--- src/rtl/inert_seq.sv ---
// Inertial sensor sequencer: configures the sensor over the SPI monarch port
// after power-up, then reads the yaw-rate low/high bytes on each data-ready.
module inert_seq #(
  parameter logic [15:0] STARTUP_CYC = 16'hFFFF,
  parameter logic [15:0] INIT0_CMD   = 16'h0D02,
  parameter logic [15:0] INIT1_CMD   = 16'h1160,
  parameter logic [15:0] INIT2_CMD   = 16'h1440,
  parameter logic [15:0] RDL_CMD     = 16'hA600,
  parameter logic [15:0] RDH_CMD     = 16'hA700
) (
  input  logic        clk,
  input  logic        rst,
  input  logic        INT,
  input  logic        done,
  input  logic [15:0] rd_data,
  output logic        wrt,
  output logic [15:0] wt_data,
  output logic [15:0] yaw_rt,
  output logic        vld,
  output logic        init_done
);

  typedef enum logic [2:0] {
    S_STARTUP = 3'd0,
    S_W_I0    = 3'd1,
    S_W_I1    = 3'd2,
    S_W_I2    = 3'd3,
    S_IDLE    = 3'd4,
    S_W_L     = 3'd5,
    S_W_H     = 3'd6
  } state_t;

  state_t      r_state;
  logic [15:0] r_timer;
  logic        r_wrt;
  logic [15:0] r_wt_data;
  logic [7:0]  r_low;
  logic [15:0] r_yaw;
  logic        r_vld;
  logic        r_init_done;
  logic        r_int_meta;
  logic        r_int_s;

  state_t      w_state_nxt;
  logic [15:0] w_timer_nxt;
  logic        w_wrt_nxt;
  logic [15:0] w_wt_data_nxt;
  logic [7:0]  w_low_nxt;
  logic [15:0] w_yaw_nxt;
  logic        w_vld_nxt;
  logic        w_init_done_nxt;
  logic        w_unused_hi;

  // Only the low byte of each SPI read carries register data.
  assign w_unused_hi = ^rd_data[15:8];

  // Two-flop synchronizer for the asynchronous data-ready interrupt.
  always_ff @(posedge clk or posedge rst) begin
    if (rst) begin
      r_int_meta <= 1'b0;
      r_int_s    <= 1'b0;
    end else begin
      r_int_meta <= INT;
      r_int_s    <= r_int_meta;
    end
  end

  // Next-state and next-output logic; every command loads wrt and wt_data together.
  always_comb begin
    w_state_nxt     = r_state;
    w_timer_nxt     = r_timer;
    w_wrt_nxt       = 1'b0;
    w_wt_data_nxt   = r_wt_data;
    w_low_nxt       = r_low;
    w_yaw_nxt       = r_yaw;
    w_vld_nxt       = 1'b0;
    w_init_done_nxt = r_init_done;
    case (r_state)
      S_STARTUP: begin
        if (r_timer == STARTUP_CYC) begin
          w_wrt_nxt     = 1'b1;
          w_wt_data_nxt = INIT0_CMD;
          w_state_nxt   = S_W_I0;
        end else begin
          w_timer_nxt = r_timer + 16'd1;
        end
      end
      S_W_I0: begin
        if (done) begin
          w_wrt_nxt     = 1'b1;
          w_wt_data_nxt = INIT1_CMD;
          w_state_nxt   = S_W_I1;
        end else begin
          w_state_nxt = S_W_I0;
        end
      end
      S_W_I1: begin
        if (done) begin
          w_wrt_nxt     = 1'b1;
          w_wt_data_nxt = INIT2_CMD;
          w_state_nxt   = S_W_I2;
        end else begin
          w_state_nxt = S_W_I1;
        end
      end
      S_W_I2: begin
        if (done) begin
          w_init_done_nxt = 1'b1;
          w_state_nxt     = S_IDLE;
        end else begin
          w_state_nxt = S_W_I2;
        end
      end
      S_IDLE: begin
        if (r_int_s) begin
          w_wrt_nxt     = 1'b1;
          w_wt_data_nxt = RDL_CMD;
          w_state_nxt   = S_W_L;
        end else begin
          w_state_nxt = S_IDLE;
        end
      end
      S_W_L: begin
        if (done) begin
          w_low_nxt     = rd_data[7:0];
          w_wrt_nxt     = 1'b1;
          w_wt_data_nxt = RDH_CMD;
          w_state_nxt   = S_W_H;
        end else begin
          w_state_nxt = S_W_L;
        end
      end
      S_W_H: begin
        // A pending interrupt here is picked up from IDLE on the next cycle.
        if (done) begin
          w_yaw_nxt   = {rd_data[7:0], r_low};
          w_vld_nxt   = 1'b1;
          w_state_nxt = S_IDLE;
        end else begin
          w_state_nxt = S_W_H;
        end
      end
      default: begin
        w_state_nxt = S_STARTUP;
        w_timer_nxt = 16'd0;
      end
    endcase
  end

  // State and registered outputs.
  always_ff @(posedge clk or posedge rst) begin
    if (rst) begin
      r_state     <= S_STARTUP;
      r_timer     <= 16'd0;
      r_wrt       <= 1'b0;
      r_wt_data   <= 16'h0000;
      r_low       <= 8'h00;
      r_yaw       <= 16'h0000;
      r_vld       <= 1'b0;
      r_init_done <= 1'b0;
    end else begin
      r_state     <= w_state_nxt;
      r_timer     <= w_timer_nxt;
      r_wrt       <= w_wrt_nxt;
      r_wt_data   <= w_wt_data_nxt;
      r_low       <= w_low_nxt;
      r_yaw       <= w_yaw_nxt;
      r_vld       <= w_vld_nxt;
      r_init_done <= w_init_done_nxt;
    end
  end

  assign wrt       = r_wrt;
  assign wt_data   = r_wt_data;
  assign yaw_rt    = r_yaw;
  assign vld       = r_vld;
  assign init_done = r_init_done;

endmodule

--- config.mk ---
export PLATFORM = sky130hd
export DESIGN_NAME = inert_seq
export DESIGN_NICKNAME = d
export VERILOG_FILES = /design/src/rtl/inert_seq.sv
export SDC_FILE = /design/constraint.sdc
export NUM_CORES = 1
export LEC_CHECK = 0
export CORE_UTILIZATION = 42
export DETAILED_ROUTE_END_ITERATION = 8
export HOLD_SLACK_MARGIN = 0.08
export PLACE_DENSITY = 0.64
export SYNTH_ARGS = -nofsm -noshare
export SYNTH_HDL_FRONTEND = slang
export SYNTH_SLANG_ARGS = --single-unit
--- constraint.sdc ---
create_clock -name clk -period 2.1 [get_ports clk]
set_clock_uncertainty 0.2 [all_clocks]
set_input_delay 0.525 -clock clk [delete_from_list [all_inputs] [get_ports clk]]
set_output_delay 0.525 -clock clk [all_outputs]
set_load 0.02 [all_outputs]
==> flow_summary.ini <==
[run_status]
outcome = completed

[synth]
synth-xor-area-share_pct = 2.129
syn_area_sq_um = 2469
yosys.area_share.simple_pct = 20.43
synth.yosys.seq_area_share_pct = 54.74
synth_top_family_by_area = simple AND/OR/NAND/NOR gates
synth_compound_area_share_pct = 9.478
async_flop_share_pct = 100.0
synth_area_leader_cell = dfrtp_1
ys_warn_count = 0
syn_area_per_cell_sq_um = 10.50
yosys.cell_types.count = 53
synth_edf_count = 0
synthCells = 235
yosys.area.top_type_share_pct = 54.74
synth_area_leaders = dfrtp_1 (55%), nand2_1 (8.8%), mux2_2 (4.1%)
synthAdderAreaFrac_pct = 0.9123
ys_ff_latch = 54
ys.flop_type = dfrtp_1
synth.mux.area_fraction_pct = 5.525

[clock_network]
cts_tree = built
clock_sinks = 54
hold_buffers = 0
cts_buffers = 5
clk_latency_ns = 0.31
post-cts-setup-buffers = 0
root_buffer = clkbuf_8
htree_levels = 2
cts.path.max_buffers = 2
clkTransAtPathRegs_ns = 0.09

[floorplanning]
dieArea_sq_um = 6188
io_pins = 55
start_util_pct = 44.29
die_w_um = 78.67
die_y_um = 78.67
core_area_sq_um = 5574
row_count = 27

[job]
max_cap_violations = 0

[worst_hold_path]
hold_class = flip-flop to flip-flop
min_to = r_int_s$_DFF_PP0_
hold_path_depth = 0
hold_start = r_int_meta$_DFF_PP0_

[place]
hpwl_um = 3320
numPortBuffers = 40
dpl_cell_area_sq_um = 3017
gp_congestion = 0.8032

[finish]
drive_above_1_share_pct = 17.36
syn_to_final_growth_pct = 26.71
antenna-diode-count = 0
fin_area_sq_um = 3128
nets = 308

[setup_path]
worst_ep_arrival_time_ns = 1.31
ff2ff_path_depth = 5
r2r_end = r_timer[5]$_DFFE_PP0P_
cp_slowest_stage_delay_ns = 0.62
cp-end-kind = primary output
critPathKind = flip-flop to primary output
critical_path_buf_inv_count = 1
crit_slowest_cell = clkdlybuf4s50_1
cp-start-kind = flip-flop
path_max_fanout = 4
rrSetupSlack_ns = 0.13
crit_required_ns = 1.37
critPathTopFamily = buffers and inverters
r2r_start = r_state[2]$_DFFE_PP0P_
crit_chain = clkdlybuf4s50_1

[sta]
drv_slew = 0
fin_crit_sh_pct = 97.06
fin_crit_ns = 2.038
final-setup-viol-count = 0
final_hold_viol_count = 0
rsz0062_at_grt = false
fmax_ghz = 0.4906
tns_ns = 0
hold_ws_ns = 0.1592

[power_and_ir_drop]
p_leak_nw = 1.448
peakVddDrop_v = 0.0007302
power_frac_seq_pct = 39.4
power.total_mw = 4.129
swShare_pct = 35.96
p_clk_share_pct = 16.6
power.internal_mw = 2.644
powerDensity_nw_per_um2 = 1320
p_sw_mw = 1.485
power_frac_comb_pct = 44.0

[routing]
post_drt_wl_per_cell_um = 13.24
via_count = 1807
drc_errors = 0
drt-vias-per-instance = 5.019
drt-pass1-iter-count = 4
wl_um = 4767
ant_nets = 0
first_iter_violations = 91

[grt]
track_usage_pct = 17.45
grt_pass1_wl_um = 8231
grt_max_degree = 31
grt.overflow.total = 0
grt_pass1_vias = 1705
antenna_found_initial = 0
==> synthesized netlist by cell type (all sizes together), types with 2 or more instances <==
library cell	instances
a21oi	3
inv	7
xnor2	5
buf	15
and3	2
or2	2
nor2	7
o31ai	4
and4	2
or4	2
nand4	8
clkbuf	3
mux2	10
o21ai	9
nand3	12
o211ai	5
dfrtp	54
nand2	59
nor3	3
mux2i	2
==> stage by stage <==
step | utilization (%) | setup slack [ns] | std cells
after global routing | 56.12 | 0.002990 | 360
after global placement | 54.12 | -0.07819 | 352
after CTS | 56.07 | 0.03140 | 360
after detailed placement | 54.12 | -0.09621 | 352
final | 56.12 | 0.06166 | 360
after floorplan | - | 0.06042 | 240
==> worst reg2reg max path: stages, from the launching register on <==
cell	delay (ns)
dfrtp_1	0.51
or3_1	0.38
buf_4	0.18
a21oi_1	0.29
nand4_1	0.16
mux2i_1	0.14
==> power by group through the flow <==
stage               clock network, mW  logic [mW]  registers [mW]
global placement                    0        1.80            1.64
CTS                             0.713        1.83            1.63
global route                    0.757        1.97            1.68
finish                          0.685        1.82            1.63
detailed placement                  0        1.83            1.65
floorplan                           0       0.871            1.85
==> flip-flops by register name, summed over array words and instances, names as in the netlist <==
register and flops:
r_int_meta 1, wt_data 6, yaw_rt 16, init_done 1, r_low 8, vld 1
r_timer 16, r_int_s 1, wrt 1, r_state 3
==> routing by layer <==
metal,vias up,global-route usage (%),routed length (um)
met4,0,7.593,85
li1,897,-,-
met5,-,0,0
met3,5,4.186,144
met1,878,23.40,2279
met2,27,26.78,2258
==> layout by cell type (no fill, tap or decap), types with 4 or more instances in the layout <==
cell,instances
clkdlybuf4s50_1,39
o211ai_1,5
inv_1,6
nor2_1,7
o21ai_0,7
mux2_2,9
buf_4,15
nand3_1,12
nand2_1,58
dfrtp_1,54
xnor2_1,5
clkbuf_8,5
conb_1,6
o31ai_1,4
nand4_1,7
==> kinds of logic (layout without fill, tap and decap cells) <==
logic type	after synthesis	after routing
buffers and inverters	26	74
flip-flops	54	54
other	1	6
XOR/XNOR	6	6
AO/OA/AOI/OAI	31	31
AND/OR/NAND/NOR	103	103
multiplexers	12	12
adder cells (fa/ha/maj)	2	2
==> area by class of cell <==
type,instances,area [sq um]
Fill cell,503,2446
Sequential cell,54,1351
Multi-Input combinational cell,160,972.2
Timing Repair Buffer,58,575.6
Tap cell,72,90.09
Clock buffer,5,68.82
Clock inverter,3,40.04
Inverter,8,30.03
==> what timing repair did <==
item                                   in CTS  in global routing
endpoints found under the hold margin       0                  0
resized for setup                           0                  1
setup endpoints to repair                   0                  1
==> worst max path at each step <==
stage	startpoint	endpoint	slack [ns]	depth (start not counted)
global route	wt_data[12]$_DFFE_PP0P_	wt_data[12]	0.003	1
finish	wt_data[13]$_DFFE_PP0P_	wt_data[15]	0.06	1
global placement	done	wt_data[12]$_DFFE_PP0P_	-0.08	7
CTS	wt_data[13]$_DFFE_PP0P_	wt_data[9]	0.03	1
detailed placement	done	wt_data[12]$_DFFE_PP0P_	-0.1	7
floorplan	rst	init_done$_DFFE_PP0P_	0.06	1
Power figures use the tool's default switching activity.
